## config.mk

```make
export PLATFORM = sky130hd
export DESIGN_NAME = bidir_port_ctrl
export DESIGN_NICKNAME = d
export VERILOG_FILES = /design/src/rtl/bidir_port_pkg.sv /design/src/rtl/bidir_port_sync.sv /design/src/rtl/bidir_port_ctrl.sv
export SDC_FILE = /design/constraint.sdc
export NUM_CORES = 1
export LEC_CHECK = 0
export CORE_MARGIN = 4
export CORE_UTILIZATION = 30
export CTS_BUF_LIST = sky130_fd_sc_hd__clkbuf_8
export CTS_CLUSTER_SIZE = 14
export DETAILED_ROUTE_END_ITERATION = 10
export PLACE_DENSITY = 0.55
export SLEW_MARGIN = 25
export SYNTH_ARGS = -nofsm -noshare
export SYNTH_HDL_FRONTEND = slang
export SYNTH_SLANG_ARGS = --single-unit
```

## constraint.sdc

```tcl
create_clock -name clk -period 2.1 [get_ports clk]
set_clock_uncertainty 0.15 [all_clocks]
set_input_delay 0.42 -clock clk [delete_from_list [all_inputs] [get_ports clk]]
set_output_delay 0.42 -clock clk [all_outputs]
set_load 0.01 [all_outputs]
```

## src/rtl/bidir_port_pkg.sv

```systemverilog
// Shared types and constants for the bidirectional pad port controller.
// BIDIR_PORT_SYNC_EN selects a two-flop pad_i synchronizer instead of one register.
package bidir_port_pkg;

    typedef enum logic [1:0] {
        ST_IDLE   = 2'd0,
        ST_DRIVE  = 2'd1,
        ST_TURN   = 2'd2,
        ST_SAMPLE = 2'd3
    } state_t;

    localparam int CNT_W = 4;

`ifdef BIDIR_PORT_SYNC_EN
    localparam int SYNC_STAGES = 2;
`else
    localparam int SYNC_STAGES = 1;
`endif

endpackage

```

## src/rtl/bidir_port_sync.sv

```systemverilog
// WIDTH-wide register chain for the asynchronous pad readback; depth is SYNC_STAGES.
// Stage count follows BIDIR_PORT_SYNC_EN through bidir_port_pkg.
module bidir_port_sync
    import bidir_port_pkg::*;
#(
    parameter int WIDTH = 8
) (
    input  logic             clk,
    input  logic             reset_n,
    input  logic [WIDTH-1:0] d,
    output logic [WIDTH-1:0] q
);

    logic [WIDTH-1:0] stage_q [SYNC_STAGES];

    always_ff @(posedge clk) begin
        if (!reset_n) begin
            for (int i = 0; i < SYNC_STAGES; i++) stage_q[i] <= '0;
        end else begin
            stage_q[0] <= d;
            for (int i = 1; i < SYNC_STAGES; i++) stage_q[i] <= stage_q[i-1];
        end
    end

    assign q = stage_q[SYNC_STAGES-1];

endmodule

```

## src/rtl/bidir_port_ctrl.sv

```systemverilog
// Bidirectional pad controller: drives pads for a write, releases them for a
// turnaround, and samples synchronized pads for a read. Macro: BIDIR_PORT_SYNC_EN.
module bidir_port_ctrl
    import bidir_port_pkg::*;
#(
    parameter int WIDTH        = 8,
    parameter int DRIVE_CYCLES = 2,
    parameter int TURN_CYCLES  = 1
) (
    input  logic             clk,
    input  logic             reset_n,
    input  logic             wr_req,
    input  logic [WIDTH-1:0] wr_data,
    input  logic             rd_req,
    output logic [WIDTH-1:0] rd_data,
    output logic             rd_valid,
    output logic             wr_done,
    output logic             busy,
    output logic [WIDTH-1:0] pad_o,
    output logic             pad_t,
    input  logic [WIDTH-1:0] pad_i,
    output logic [1:0]       dbg_state
);

    // Handshake: a request is taken only on an edge where busy=0; requests seen
    // while busy are dropped. wr_done / rd_valid are single-cycle completion pulses.

    localparam logic [CNT_W-1:0] DRIVE_LD  = CNT_W'(DRIVE_CYCLES - 1);
    localparam logic [CNT_W-1:0] TURN_LD   = CNT_W'(TURN_CYCLES - 1);
    localparam logic [CNT_W-1:0] SAMPLE_LD = CNT_W'(SYNC_STAGES - 1);

    state_t           state_q, state_d;
    logic [CNT_W-1:0] cnt_q, cnt_d;
    logic [WIDTH-1:0] pad_o_q, rd_data_q, sync_q;
    logic             rd_valid_q, wr_done_q;
    logic             load_wr, wr_fin, rd_fin;

    bidir_port_sync #(.WIDTH(WIDTH)) u_sync (
        .clk     (clk),
        .reset_n (reset_n),
        .d       (pad_i),
        .q       (sync_q)
    );

    // Counter holds remaining cycles minus one; it is reloaded on every state entry.
    always_comb begin
        state_d = state_q;
        cnt_d   = cnt_q;
        load_wr = 1'b0;
        wr_fin  = 1'b0;
        rd_fin  = 1'b0;
        case (state_q)
            ST_IDLE: begin
                if (wr_req) begin
                    state_d = ST_DRIVE;
                    cnt_d   = DRIVE_LD;
                    load_wr = 1'b1;
                end else if (rd_req) begin
                    state_d = ST_SAMPLE;
                    cnt_d   = SAMPLE_LD;
                end
            end
            ST_DRIVE: begin
                if (cnt_q == '0) begin
                    state_d = ST_TURN;
                    cnt_d   = TURN_LD;
                end else begin
                    cnt_d = cnt_q - 1'b1;
                end
            end
            ST_TURN: begin
                if (cnt_q == '0) begin
                    state_d = ST_IDLE;
                    wr_fin  = 1'b1;
                end else begin
                    cnt_d = cnt_q - 1'b1;
                end
            end
            ST_SAMPLE: begin
                if (cnt_q == '0) begin
                    state_d = ST_IDLE;
                    rd_fin  = 1'b1;
                end else begin
                    cnt_d = cnt_q - 1'b1;
                end
            end
            default: state_d = ST_IDLE;
        endcase
    end

    always_ff @(posedge clk) begin
        if (!reset_n) begin
            state_q    <= ST_IDLE;
            cnt_q      <= '0;
            pad_o_q    <= '0;
            rd_data_q  <= '0;
            rd_valid_q <= 1'b0;
            wr_done_q  <= 1'b0;
        end else begin
            state_q    <= state_d;
            cnt_q      <= cnt_d;
            rd_valid_q <= rd_fin;
            wr_done_q  <= wr_fin;
            if (load_wr) pad_o_q   <= wr_data;
            if (rd_fin)  rd_data_q <= sync_q;
        end
    end

    // The bus is driven only in DRIVE, so a read can never leave it driven.
    assign pad_t     = (state_q != ST_DRIVE);
    assign busy      = (state_q != ST_IDLE);
    assign pad_o     = pad_o_q;
    assign rd_data   = rd_data_q;
    assign rd_valid  = rd_valid_q;
    assign wr_done   = wr_done_q;
    assign dbg_state = state_q;

endmodule

```

==> key figures, run 1 <==
Clock tree
  • CTS Hold Bufs: 0
  • Root Driver: clkbuf_8
  • Max H-tree Level: 2
  • Post-CTS Setup Inserts: 0
  • CTS tree: yes
  • Max clock buf depth: 2
  • Sink Count: 32
  • Clk slew on worst S/H paths: 0.07 ns
  • CTS Buf Count: 5
  • Worst-Skew Late Latency: 0.28 ns

Floorplan
  • Top Ports: 42
  • # rows: 22
  • Initial core utilization: 31.9%
  • Core ar.: 3770 um2
  • Die Y-Extent: 71.3 um
  • Die width: 71.3 um
  • Die area: 5080 um2

Timing
  • Fin. max-slew vios: 0
  • Fmax achieved: 499 MHz
  • RSZ-0062 raised after global routing: false
  • Min Tclk post-route: 2.00 ns
  • Slew @ Worst Pin: 0.516 ns
  • Post-route setup TNS: 0 ns
  • Setup-failing EPs final: 0
  • Slew HR: 65.5%
  • Tcrit/Tclk final: 95.4%
  • Final hold vios: 0
  • WHS: 0.305 ns

Setup path
  • Worst EP arrival: 1.43 ns
  • CP Cell Sequence: nor2_2 > inv_1 > clkdlybuf4s50_1
  • Peak per-stage delay on the critical path: 0.53 ns
  • Cell family with the largest share of critical-path delay: buffers and inverters
  • Number of cells on the critical path: 3
  • Required @ worst endpoint: 1.53 ns
  • Bufs and invs on worst path: 2
  • Setup CP Type: flip-flop to output port
  • Worst Setup End Kind: output port
  • Crit Path Max Fanout: 10
  • Worst setup SP type: flip-flop
  • Reg2reg path depth: 5
  • Slowest cell on crit path: clkdlybuf4s50_1

Routing
  • Drt first pass iters: 4
  • Post-route ant nets: 0
  • Vias: 1036
  • DR WL/cell: 13.1 um
  • DR vias/cell: 4.71
  • Remaining DRCs: 0
  • Final WL: 2.88 mm
  • Drt first-iter violations: 123

Finish
  • Filler cells: 344
  • Final nets: 192
  • Most common cell after layout, fill and taps aside: clkdlybuf4s50_1
  • Layout cells sized above 1: 10.5%
  • Area growth syn-to-layout: 51.1%
  • Area taken by multi-input logic gates: 508 um2
  • Commonest cells after routing, fill and taps aside: 41 x clkdlybuf4s50_1, 31 x dfxtp_1, 11 x nor2_1, 11 x a21oi_1
  • # diodes: 0
  • FF+latch area: 642 um2

Global route
  • Gr usage total: 12.1%
  • First-pass GRT wire length: 4.80 mm
  • Antenna violations before repair: 0
  • Overflow after GRT: 0
  • Vias in the first global route: 1009
  • Pin count of the biggest net entering global routing: 18

Synthesis
  • Synth warn: 0
  • Netlist cell types: 29
  • Mapped Cells: 127
  • Most used DFF post-synth: dfxtp_1
  • Yosys reg bits: 32
  • EDFF count, synth: 0
  • Leading area contributor after synthesis: dfxtp_1
  • Mapped cell area: 1200 um2
  • Ys async rst share: 0%
  • Sequential cell area fraction in the yosys report: 53.3%
  • Syn Area/Cell: 9.46 um2
  • Most area-consuming cells after synthesis: dfxtp_1 53%, mux2i_1 6.7%, a21oi_1 4.6%
  • Post-Syn Nets: 148
  • Top cell type's share of synthesized area: 53.3%

Placement
  • Final GP Congestion: 0.758
  • Placed wire-length estimate: 2.07 mm
  • Port buffer count: 41

Power
  • Worst VDD drop: 0.554 mV
  • Leakage: 0.672 nW
  • Power density cells: 1300 nW/um2

Worst hold path
  • Hold path depth: 2
  • Hold Crit Class: flip-flop to flip-flop

Flow run
  • Max Cap Viol: 0

Outcome
  • Status: complete, no violations
## metal layers
| layer | track usage (%) | part of all wire (%) | vias to the layer above |
|---|---|---|---|
| met4 | 6.26 | 1.8 | 0 |
| li1 | - | - | 528 |
| met2 | 17.8 | 48 | 24 |
| met1 | 14.9 | 43 | 477 |
| met3 | 5.19 | 7.1 | 7 |
| met5 | 0 | 0 | - |
## registers in the layout, indices dropped and copies added, names as in the netlist
signal,cells
cnt_q,4
rd_data,8
rd_valid,1
wr_done,1
pad_o,8
dbg_state,2
u_sync.stage_q,8
## metrics by stage
stage | area, um2 | power [mW] | instances | setup slack, ns | util (%)
after global placement | 1690 | 1.70 | 212 | 0.181 | 44.7
after CTS | 1820 | 2.39 | 220 | 0.0860 | 48.1
after detailed placement | 1690 | 1.72 | 212 | 0.171 | 44.7
final | 1820 | 2.36 | 220 | 0.0962 | 48.1
after global routing | 1820 | 2.52 | 220 | 0.0285 | 48.1
after floorplan | 1200 | 1.37 | 127 | 0.526 | -
## Yosys cell counts, drive strengths merged, types with 2 or more instances
master,count
nor2,12
or3,3
dfxtp,32
nand3,9
nor3b,2
clkbuf,6
o21ai,9
mux2i,8
a31oi,2
and2,8
or4,2
inv,5
nand2b,2
nor3,3
buf,3
a21oi,11
## worst paths after layout
kind | start | endpoint | slack [ns]
hold reg to reg | u_sync.stage_q[0][4] | rd_data[4] | 0.31
hold / removal | u_sync.stage_q[0][4] | rd_data[4] | 0.31
setup / recovery | dbg_state[1] | busy | 0.1
setup reg to reg | cnt_q[0] | rd_data[5] | 0.31
## worst reg2reg max path: stages (launching register included)
cell       delay, ns
dfxtp_1         0.34
inv_1           0.10
ha_1            0.24
nand4bb_1       0.43
o21ai_0         0.32
a21oi_1         0.10
## kinds of logic (layout without fill, tap and decap cells)
group | count (synthesis) | after routing | synth area share [%]
and+or+nand+nor | 45 | 45 | 21.1
DFF | 32 | 32 | 53.3
AOI/OAI and AO/OA | 27 | 27 | 12.8
buffers and inverters | 14 | 59 | 5.00
muxes | 8 | 8 | 6.67
adders and majority gates | 1 | 1 | 1.04
## timing repair
item | CTS | global route
endpoints found under the hold margin | 0 | 0
resized for setup | 2 | 0
setup endpoints to repair | 1 | 0
## layout make-up
cell class | instances | area share (%)
Inverter | 5 | 1.03
Tap cell | 48 | 3.31
Sequential cell | 32 | 35.4
Clock inverter | 1 | 1.65
Timing Repair Buffer | 46 | 25.4
Multi-Input combinational cell | 81 | 28.0
Clock buffer | 7 | 5.31
## where the power goes
| part | total (mW) | switching (mW) | internal [mW] |
|---|---|---|---|
| combinational | 0.911 | 0.460 | 0.451 |
| sequential | 0.814 | 0.0957 | 0.719 |
| clock | 0.640 | 0.221 | 0.418 |
| total | 2.36 | 0.777 | 1.59 |
Note: power is estimated with default switching activity, not from simulation.
==> inputs of run 2 (changes only) <==
CORE_UTILIZATION = 46   (was 30)
PLACE_DENSITY = 0.79   (was 0.55)
==> key figures, run 2 (synthesis gave the netlist of run 1 again) <==
Outcome
  • Status: complete, no violations

Finish
  • Filler cells: 212
  • # diodes: 0
  • FF+latch area: 642 um2
  • Layout cells sized above 1: 8.24%
  • Commonest cells after routing, fill and taps aside: 41 x clkdlybuf4s50_1, 31 x dfxtp_1, 11 x nor2_1, 11 x a21oi_1
  • Area growth syn-to-layout: 43.1%
  • Util after Layout: 69.4%
  • Final nets: 191
  • Fin cells: 200
  • Most common cell after layout, fill and taps aside: clkdlybuf4s50_1
  • Area taken by multi-input logic gates: 503 um2

Clock tree
  • CTS tree: yes
  • Post-CTS Setup Inserts: 0
  • Sink Count: 32
  • Root Driver: clkbuf_8
  • Worst-Skew Late Latency: 0.27 ns
  • Max clock buf depth: 2
  • Clk slew on worst S/H paths: 0.06 ns
  • CTS Buf Count: 5
  • Max H-tree Level: 2

Setup path
  • Crit Path Max Fanout: 10
  • R2R setup slack: 0.38 ns
  • Worst EP arrival: 1.42 ns
  • R2R Path Start: cnt_q[0]
  • Required @ worst endpoint: 1.53 ns
  • Worst setup SP type: flip-flop
  • Number of cells on the critical path: 3
  • Worst Setup End Kind: output port
  • Slowest cell on crit path: clkdlybuf4s50_1
  • CP Cell Sequence: nor2_2 > inv_1 > clkdlybuf4s50_1
  • Setup CP Type: flip-flop to output port
  • Critical Path Source: dbg_state[1]
  • Crit path to: busy
  • Bufs and invs on worst path: 2
  • Reg2reg path depth: 5
  • Cell family with the largest share of critical-path delay: buffers and inverters
  • Peak per-stage delay on the critical path: 0.48 ns
  • RR Endpoint: rd_data[6]

Routing
  • Vias: 1054
  • DR vias/cell: 5.27
  • DR WL/cell: 13.8 um
  • Post-route ant nets: 0
  • Final WL: 2.76 mm
  • Remaining DRCs: 0
  • Drt first-iter violations: 46
  • Drt first pass iters: 4

Placement
  • Placed wire-length estimate: 2.00 mm
  • Port buffer count: 41
  • Placed cell count: 193
  • Final GP Congestion: 0.816
  • Setup WS pre-CTS: 0.120 ns

Power
  • Power density cells: 1230 nW/um2
  • Leakage: 0.641 nW
  • Worst VDD drop: 0.886 mV

Floorplan
  • Die area: 3490 um2
  • Die Y-Extent: 59.1 um
  • Core ar.: 2480 um2
  • Initial core utilization: 48.5%
  • Die width: 59.1 um
  • # rows: 18
  • Top Ports: 42

Global route
  • Vias in the first global route: 1105
  • Antenna violations before repair: 0
  • First-pass GRT wire length: 4.75 mm
  • Gr usage total: 18.0%
  • Overflow after GRT: 0
  • Met1 track demand over resource: 19.9%
  • GR peak layer: met2
  • GRT met3 Usage: 5.66%
  • Met2 usage: 31.5%
  • Pin count of the biggest net entering global routing: 25

Timing
  • Final hold vios: 0
  • Worst Slack Setup Final: 0.106 ns
  • RSZ-0062 raised after global routing: false
  • Tcrit/Tclk final: 94.9%
  • Fmax achieved: 502 MHz
  • Min Tclk post-route: 1.99 ns
  • Setup-failing EPs final: 0
  • Fin. max-slew vios: 0
  • Post-route setup TNS: 0 ns
  • Slew HR: 65.1%
  • Slew @ Worst Pin: 0.523 ns

Flow run
  • Max Cap Viol: 0

Worst hold path
  • Hold Crit Class: flip-flop to flip-flop
==> run 2: cell count changes in the layout (fill, tap and decap cells not counted), sizes merged <==
cell | before | now
inv | 5 | 6
clkinv | 0 | 1
bufinv | 1 | 0
clkbuf | 7 | 5
buf | 5 | 4
==> run 2: per-layer routing <==
layer / part of all wire, % / up-vias
li1: - / 528
met1: 41 / 498
met2: 54 / 24
met3: 4.9 / 4
met4: 1.0 / 0
met5: 0 / -
==> run 2: cell type report <==
class                           instances  share of cell area, %
Clock buffer                            5                   4.00
Clock inverter                          2                  0.509
Inverter                                5                   1.09
Multi-Input combinational cell         81                   29.3
Sequential cell                        32                   37.3
Tap cell                               30                   2.18
Timing Repair Buffer                   45                   25.6
==> run 2: worst register-to-register path, cell delays in order, from the launching register on <==
cell and delay, ns:
dfxtp_1 0.33, inv_1 0.07, ha_1 0.22, nand4bb_1 0.39, o21ai_0 0.33, a21oi_1 0.10
==> run 2: stage by stage <==
step | hold slack (ns) | power [mW] | area [um2]
6_report | 0.300 | 2.12 | 1720
5_1_grt | 0.343 | 2.27 | 1720
4_1_cts | 0.299 | 2.13 | 1720
3_5_place_dp | 0.292 | 1.71 | 1640
3_3_place_gp | 0.285 | 1.67 | 1640
2_1_floorplan | 0.279 | 1.37 | 1200
==> run 2: worst min-delay path by stage <==
stage | from | endpoint | slack, ns | cells after the start
final | u_sync.stage_q[0][4] | rd_data[4] | 0.30 | 2
after global routing | u_sync.stage_q[0][1] | rd_data[1] | 0.34 | 2
after CTS | u_sync.stage_q[0][4] | rd_data[4] | 0.30 | 2
after detailed placement | u_sync.stage_q[0][4] | rd_data[4] | 0.29 | 2
after global placement | u_sync.stage_q[0][4] | rd_data[4] | 0.28 | 2
after floorplan | u_sync.stage_q[0][4] | rd_data[4] | 0.28 | 2
==> run 2: power breakdown <==
group | total [mW] | internal [mW] | switching (mW)
clock network | 0.419 | 0.220 | 0.199
registers | 0.816 | 0.719 | 0.0966
logic | 0.887 | 0.440 | 0.448
==> run 2: repair_timing <==
item | CTS | global route
hold buffers | 0 | 0
endpoints found under the setup margin | 1 | 0
hold endpoints to repair | 0 | 0
gates resized for setup | 2 | 0
==> inputs of run 3 (changes only) <==
ABC_AREA = 1   (was unset)
==> key figures, run 3 <==
Setup path
  • Worst setup SP type: flip-flop
  • Critical Path Source: dbg_state[0]
  • Slowest cell on crit path: clkdlybuf4s50_1
  • Worst EP arrival: 1.44 ns
  • Worst Setup End Kind: output port
  • Setup CP Type: flip-flop to output port
  • Required @ worst endpoint: 1.53 ns
  • Cell family with the largest share of critical-path delay: buffers and inverters
  • Bufs and invs on worst path: 2
  • CP Cell Sequence: nor2_4 > inv_2 > clkdlybuf4s50_1
  • Peak per-stage delay on the critical path: 0.48 ns
  • Crit Path Max Fanout: 6
  • R2R Path Start: cnt_q[0]

Clock tree
  • CTS Buf Count: 5
  • Sink Count: 32
  • CTS Hold Bufs: 0
  • Root Driver: clkbuf_8
  • Max clock buf depth: 2
  • Clk slew on worst S/H paths: 0.06 ns
  • CTS tree: yes
  • Max H-tree Level: 2
  • Worst-Skew Late Latency: 0.28 ns
  • Post-CTS Setup Inserts: 0

Power
  • Leakage: 0.778 nW
  • Power density cells: 1270 nW/um2
  • Worst VDD drop: 0.970 mV
  • Final Power: 2.25 mW

Synthesis
  • Post-Syn Nets: 182
  • EDFF count, synth: 0
  • Syn Area/Cell: 7.69 um2
  • Mapped cell area: 1240 um2
  • Sequential cell area fraction in the yosys report: 51.8%
  • Netlist cell types: 19
  • Most frequent cell after synthesis: nand2_1
  • Yosys reg bits: 32
  • Mapped Cells: 161
  • Most common library cells after synthesis: 41 x nand2_1, 32 x dfxtp_1, 24 x nor2_1
  • Most area-consuming cells after synthesis: dfxtp_1 52%, nand2_1 12%, nor2_1 7.3%
  • Synth warn: 0
  • Most used DFF post-synth: dfxtp_1
  • Top cell type's share of synthesized area: 51.8%
  • Ys async rst share: 0%
  • Leading area contributor after synthesis: dfxtp_1

Floorplan
  • Die width: 59.9 um
  • Die Y-Extent: 59.9 um
  • Die area: 3580 um2
  • Initial core utilization: 49.1%
  • Top Ports: 42
  • # rows: 18
  • Core ar.: 2520 um2

Routing
  • DR WL/cell: 11.5 um
  • Post-route ant nets: 0
  • Vias: 1107
  • Remaining DRCs: 0
  • Drt first pass iters: 4
  • Drt first-iter violations: 37
  • Final WL: 2.71 mm
  • DR vias/cell: 4.69

Finish
  • Layout cells sized above 1: 10.2%
  • Fin cells: 236
  • Area growth syn-to-layout: 43.4%
  • Filler cells: 212
  • # diodes: 0
  • Final nets: 227
  • Commonest cells after routing, fill and taps aside: 41 x nand2_1, 41 x clkdlybuf4s50_1, 30 x dfxtp_1
  • FF+latch area: 643 um2
  • Area taken by multi-input logic gates: 492 um2

Timing
  • Slew @ Worst Pin: 0.435 ns
  • Final hold vios: 0
  • Fin. max-slew vios: 0
  • WHS: 0.291 ns
  • Fmax achieved: 499 MHz
  • Setup-failing EPs final: 0
  • RSZ-0062 raised after global routing: false
  • Post-route setup TNS: 0 ns
  • Min Tclk post-route: 2.01 ns
  • Slew HR: 70.9%
  • Tcrit/Tclk final: 95.5%
  • Worst Slack Setup Final: 0.0941 ns

Placement
  • Port buffer count: 41
  • Setup WS pre-CTS: 0.266 ns
  • Placed wire-length estimate: 2.15 mm
  • Final GP Congestion: 0.924
  • Placed cell count: 229

Global route
  • Gr usage total: 17.7%
  • Antenna violations before repair: 0
  • Vias in the first global route: 1059
  • First-pass GRT wire length: 4.55 mm
  • Overflow after GRT: 0
  • Pin count of the biggest net entering global routing: 17

Outcome
  • Status: complete, no violations

Flow run
  • Max Cap Viol: 0

Worst hold path
  • Hold Crit Start: u_sync.stage_q[0][4]
  • Hold Crit Class: flip-flop to flip-flop
[run 3: changes by cell type after synthesis, sizes merged, moves of 3 or more]
| cell | before | now |
|---|---|---|
| inv | 5 | 21 |
| a21oi | 11 | 14 |
| or3 | 3 | 0 |
| clkbuf | 6 | 2 |
| nor2 | 12 | 26 |
| nand2 | 1 | 44 |
| and2 | 8 | 0 |
| mux2i | 8 | 0 |
[run 3: repair_timing]
action	CTS	global route
hold endpoints to repair	0	0
gates resized for setup	1	1
setup endpoints to repair	1	2
[run 3: path summary, 6_finish.rpt]
check | cells past startpoint | endpoint | slack, ns
worst max register to register | 6 | rd_data[2] | 0.57
worst max-delay path | 3 | busy | 0.09
worst min register to register | 2 | rd_data[4] | 0.29
worst min-delay path | 2 | rd_data[4] | 0.29
[run 3: where the power goes]
group          total, mW  switching [mW]  internal, mW
registers          0.837           0.109         0.728
logic              0.917           0.511         0.406
clock network      0.492           0.201         0.291
total               2.25           0.821          1.43
[run 3: area by class of cell]
class	count	share of cell area, %
Inverter	22	4.94
Sequential cell	32	36.2
Timing Repair Buffer	42	23.6
Multi-Input combinational cell	103	27.7
Tap cell	30	2.12
Clock buffer	7	5.43
[run 3: logic make-up after synthesis]
family                     count (synthesis)  synth area share (%)
buffers and inverters                     26                  8.49
AOI/OAI and AO/OA                         22                  8.90
DFF                                       32                  51.8
adders and majority gates                  1                  1.01
and+or+nand+nor                           80                  29.8
[run 3: through the flow]
| stage | instance area, um2 | util, % |
|---|---|---|
| CTS | 1770 | 70.3 |
| global route | 1770 | 70.3 |
| finish | 1770 | 70.3 |
| floorplan | 1240 | - |
| detailed placement | 1680 | 66.4 |
| global placement | 1680 | 66.4 |
[run 3: worst min-delay path, cell delays in order (launching register included)]
cell	delay [ns]
dfxtp_1	0.29
nand2_1	0.05
a21oi_1	0.05
[run 3: per-layer routing]
metal  routed length [um]  track usage, %
met1                 1040            16.9
met3                  201            7.34
met4                   41            6.65
met2                 1430            33.2
met5                    0               0
